`src/rtl/psi_stream_intersect.sv`:
```
// Streaming set-bitmap fold: ANDs or ORs a variable number of W-bit bitmaps per job,
// then popcounts the result CHUNK bits per cycle and holds it until accepted.
module psi_stream_intersect #(
    parameter int W     = 32,
    parameter int CHUNK = 8,
    parameter int CNT_W = 16
) (
    input  logic                   clk,
    input  logic                   rst_n,
    input  logic                   mode_i,
    input  logic                   in_valid,
    output logic                   in_ready,
    input  logic [W-1:0]           in_data,
    input  logic                   in_last,
    output logic                   out_valid,
    input  logic                   out_ready,
    output logic [W-1:0]           out_set,
    output logic [$clog2(W+1)-1:0] out_card,
    output logic [CNT_W-1:0]       out_count,
    output logic                   out_ovf
);
    localparam int NCH   = (W + CHUNK - 1) / CHUNK;
    localparam int PADW  = NCH * CHUNK;
    localparam int IDX_W = (NCH > 1) ? $clog2(NCH) : 1;
    localparam int CW    = $clog2(W + 1);

    typedef enum logic [1:0] {IDLE, ACC, POPC, OUT} state_e;

    state_e             state_q, state_d;
    logic [W-1:0]       acc_q, acc_d;
    logic               mode_q, mode_d;
    logic [CNT_W-1:0]   count_q, count_d;
    logic               ovf_q, ovf_d;
    logic [CW-1:0]      card_q, card_d;
    logic [IDX_W-1:0]   idx_q, idx_d;

    logic [PADW-1:0]    acc_pad;
    logic [CHUNK-1:0]   chunk;
    logic [CW-1:0]      chunk_cnt;

    // Zero-extend so the final partial chunk reads its missing bits as 0.
    always_comb begin
        acc_pad   = PADW'(acc_q);
        chunk     = acc_pad[idx_q*CHUNK +: CHUNK];
        chunk_cnt = '0;
        for (int i = 0; i < CHUNK; i++) chunk_cnt = chunk_cnt + CW'(chunk[i]);
    end

    always_comb begin
        state_d   = state_q;
        acc_d     = acc_q;
        mode_d    = mode_q;
        count_d   = count_q;
        ovf_d     = ovf_q;
        card_d    = card_q;
        idx_d     = idx_q;
        in_ready  = (state_q == IDLE) || (state_q == ACC);
        out_valid = (state_q == OUT);
        case (state_q)
            IDLE: if (in_valid) begin
                acc_d   = in_data;
                mode_d  = mode_i;
                count_d = CNT_W'(1);
                ovf_d   = 1'b0;
                state_d = in_last ? POPC : ACC;
            end
            ACC: if (in_valid) begin
                acc_d = mode_q ? (acc_q | in_data) : (acc_q & in_data);
                if (count_q == '1) ovf_d = 1'b1;
                else               count_d = count_q + 1'b1;
                state_d = in_last ? POPC : ACC;
            end
            POPC: begin
                card_d = card_q + chunk_cnt;
                idx_d  = idx_q + 1'b1;
                if (idx_q == IDX_W'(NCH - 1)) state_d = OUT;
            end
            OUT: if (out_ready) state_d = IDLE;
            default: state_d = IDLE;
        endcase
        if (state_d == POPC && state_q != POPC) begin
            card_d = '0;
            idx_d  = '0;
        end
    end

    always_ff @(posedge clk or negedge rst_n) begin
        if (!rst_n) begin
            state_q <= IDLE;
            acc_q   <= '0;
            mode_q  <= 1'b0;
            count_q <= '0;
            ovf_q   <= 1'b0;
            card_q  <= '0;
            idx_q   <= '0;
        end else begin
            state_q <= state_d;
            acc_q   <= acc_d;
            mode_q  <= mode_d;
            count_q <= count_d;
            ovf_q   <= ovf_d;
            card_q  <= card_d;
            idx_q   <= idx_d;
        end
    end

    assign out_set   = acc_q;
    assign out_card  = card_q;
    assign out_count = count_q;
    assign out_ovf   = ovf_q;
endmodule
```
`config.mk`:
```
export PLATFORM = sky130hd
export DESIGN_NAME = psi_stream_intersect
export DESIGN_NICKNAME = d
export VERILOG_FILES = /design/src/rtl/psi_stream_intersect.sv
export SDC_FILE = /design/constraint.sdc
export NUM_CORES = 1
export LEC_CHECK = 0
export ABC_AREA = 1
export CAP_MARGIN = 25
export CORE_MARGIN = 1.5
export CORE_UTILIZATION = 49
export CTS_CLUSTER_DIAMETER = 150
export DETAILED_ROUTE_END_ITERATION = 6
export HOLD_SLACK_MARGIN = 0.03
export PLACE_DENSITY_LB_ADDON = 0.12
export SYNTH_ARGS = -nofsm -noshare
export SYNTH_HDL_FRONTEND = slang
export SYNTH_SLANG_ARGS = --single-unit
```
`constraint.sdc`:
```
create_clock -name clk -period 5.6 [get_ports clk]
set_clock_uncertainty 0.2 [all_clocks]
set_input_delay 1.4 -clock clk [delete_from_list [all_inputs] [get_ports clk]]
set_output_delay 1.4 -clock clk [all_outputs]
set_load 0.02 [all_outputs]
```
==> metrics.txt <==
status=finished, final reports clean; Root Buffer=clkbuf_8; Starting DRT DRC Count=204; r2r endpoint=out_card[4]$_DFFE_PN0P_; Sum Neg Setup Slack=0 ns; CP max stage cell=dfrtp_1; core area=roughly 0.007 mm^2; remaining antenna violation count=0; Yosys cell types=32; chip width=87.96 um; storage element area=between 0.0015 and 0.002 mm^2; DRT Pass-1 Iters=5; Setup crit start kind=flop; Final setup viols=0; min-delay worst type=reg -> reg; Slew @ Worst Pin=between 0.7 and 0.8 ns; CP cell instances=o21ai_0, a21oi_1, a21oi_1, fa_1, inv_1, fa_1, inv_1, fa_1, fa_1, fa_1, inv_1, nand3_1, nand2_1, nand2_1, nand3_1, o21ai_0; CTS tree=yes; post-synth top area share=between 40 and 50%; Static Leak=about 2.1 nW; Most common cell on crit path=fa_1; vias in the first global route=between 3000 and 4000; Remaining DRCs=0; clock transition at the registers of the reported paths=0.06 ns; Synth area leader=dfrtp_1; synth warn=0; Synth async-reset ratio=100.0%; R2R setup slack=between 1 and 1.5 ns; final antenna diode count=0; post-CTS sizing=0; period utilization=between 70 and 80%; TritonCTS Buffers=9; Setup Buffers After CTS=0; Min Clock Period, post-route=roughly 4.4 ns; largest net degree at the start of global routing=roughly 60; count leader, synth=o21ai_0; # nets final=596; first-pass GRT wire length=roughly 15 mm; r2r startpoint=idx_q[0]$_DFFE_PN0P_; commonest cells in the netlist=79 x o21ai_0, 65 x nand2_1, 60 x dfrtp_1; Slew headroom=approximately 48%; Levels on crit path=16; critical path class=reg -> reg; hold depth=2; unrepaired setup endpoints after global routing=no; fmax=approximately 230 MHz; Buf/Inv on CP=3; gp weighted congestion=a little under 0.9; layout cells sized above 1=about a tenth; Yosys reg bits=60; DR vias=3347; vias per cell=just over 5; port bufs=between 90 and 100; Final Power=about 2.8 mW; Critical Path End=out_card[4]$_DFFE_PN0P_; H-tree Lvls=3; R2R cell count=16; Crit. End Element=flop; initial antenna violation count=0; crit-path max cell delay=slightly below 0.7 ns; Bufs on Longest Clock Path=2; post-DP HPWL=around 6.6 mm; fin cells=~640; Rows=30; CP required=~5.6 ns; GR Util All Layers=between 20% and 30%; maxcap violations=0; Worst-Skew Late Latency=around 0.35 ns; final hold vios=0; post-synthesis cell count=~450; Worst Hold Slack=0.3412 ns; synth top area cells=dfrtp_1 42%, o21ai_0 11%, nand2_1 6.9%, inv_1 6.0%, nor2_1 5.3%; area of the multi-input gates=about 0.0017 mm^2; Initial Utilization=about 51%; CTS Sinks=60; critical path's top delay family=adder cells; I/O pin cnt=95; power per cell area=~600 mW/mm^2; CP Max Fanout=21; Critical path origin=idx_q[0]$_DFFE_PN0P_; Post-Syn Area=0.003537 mm^2; Main synth FF type=dfrtp_1; number of synthesized flops with an enable pin=0; Max Transition Viols Final=0; Peak VDD IR=between 0.4 and 0.5 mV; Final Util=a little under 70%; sequential area share after synthesis=between 40% and 50%; GRT overflow=0; placed insts=630; Fillers=about 600; die height=approximately 88 um; CP arrival=between 4 and 5 ns; Area Growth Syn to Fin=32.76%; WL final=just over 9 mm; Post-CTS Hold Buffers=0; die area=0.007737 mm^2; routed wire length per instance=between 10 and 15 um; Post-Synthesis Net Count=approximately 500; Avg Cell Area, Syn=just under 8 um^2
[placed cells by master, fill, tap and decap left out, types with 2 or more instances in the layout]
master           instances
clkdlybuf4s50_1         93
o21ai_0                 79
nand2_1                 65
dfrtp_1                 60
inv_1                   57
nor2_1                  50
nand3_1                 24
a21oi_1                 22
nand2_2                 10
o21ai_2                 10
o21ai_1                  9
clkbuf_8                 9
nand4_1                  8
ha_1                     8
fa_1                     5
inv_2                    4
nor2_2                   4
a22oi_1                  3
nor2_4                   3
nor3_1                   3
buf_4                    3
a21oi_2                  2
nand2_4                  2
or2_2                    2
nand3b_1                 2
clkbuf_1                 2
clkinv_2                 2
[how the worst min path moves through the flow]
| stage | startpoint | end | slack (ns) |
|---|---|---|---|
| 6_report | out_count[15]$_DFFE_PN0P_ | out_count[15]$_DFFE_PN0P_ | 0.34 |
| 5_1_grt | out_count[15]$_DFFE_PN0P_ | out_count[15]$_DFFE_PN0P_ | 0.37 |
| 4_1_cts | out_count[15]$_DFFE_PN0P_ | out_count[15]$_DFFE_PN0P_ | 0.33 |
| 3_5_place_dp | out_count[15]$_DFFE_PN0P_ | out_count[15]$_DFFE_PN0P_ | 0.32 |
| 3_3_place_gp | out_count[15]$_DFFE_PN0P_ | out_count[15]$_DFFE_PN0P_ | 0.33 |
| 2_1_floorplan | mode_q$_DFFE_PN0P_ | mode_q$_DFFE_PN0P_ | 0.34 |
[tightest hold or removal path, delay by kind of cell (launching register included)]
family	cells	cell delay (ns)
DFF	1	0.40
and+or+nand+nor	2	0.12
[power breakdown]
| part | switching, mW | total (mW) | internal, mW |
|---|---|---|---|
| clock | 0.168 | 0.367 | 0.199 |
| sequential | 0.141 | 0.742 | 0.601 |
| combinational | 1.03 | 1.73 | 0.699 |
[metrics by stage]
step           setup WS (ns)  instance area [um^2]
2_1_floorplan          1.510                  3537
3_3_place_gp           1.360                  4524
3_5_place_dp           1.269                  4524
4_1_cts                1.240                  4696
5_1_grt               0.9561                  4696
6_report               1.217                  4696
[layer usage]
layer / up-vias / share of wire, % / track usage (%) / wire length [um]
li1: 1675 / - / - / -
met1: 1562 / 42 / 32.65 / 3874
met2: 95 / 50 / 42.82 / 4566
met3: 15 / 6.1 / 4.807 / 557
met4: 0 / 2.1 / 11.40 / 191
met5: - / 0 / 0 / 0
[area by class of cell]
class                      instances  share of cell area [%]
inverter                          62                   4.956
clock buffer                      11                   2.798
timing repair buffer              97                   20.41
tap                               96                   2.558
clock inverter                     3                  0.8527
sequential                        60                   31.97
multi-input combinational        315                   36.45
[cells by family (layout without fill, tap and decap cells)]
logic type,after synthesis,count (layout),share of synthesized area [%]
AND/OR/NAND/NOR,174,174,22.85
XOR/XNOR,2,2,0.4953
flip-flops,60,60,42.45
buffers and inverters,78,173,9.268
AO/OA/AOI/OAI,126,126,19.28
adder cells (fa/ha/maj),13,13,5.660
[registers in the layout, indices dropped and copies added, names as in the netlist]
signal	count
idx_q	2
out_ovf	1
out_count	16
out_set	32
mode_q	1
out_card	6
state_q	2
Note: power is estimated with default switching activity, not from simulation.
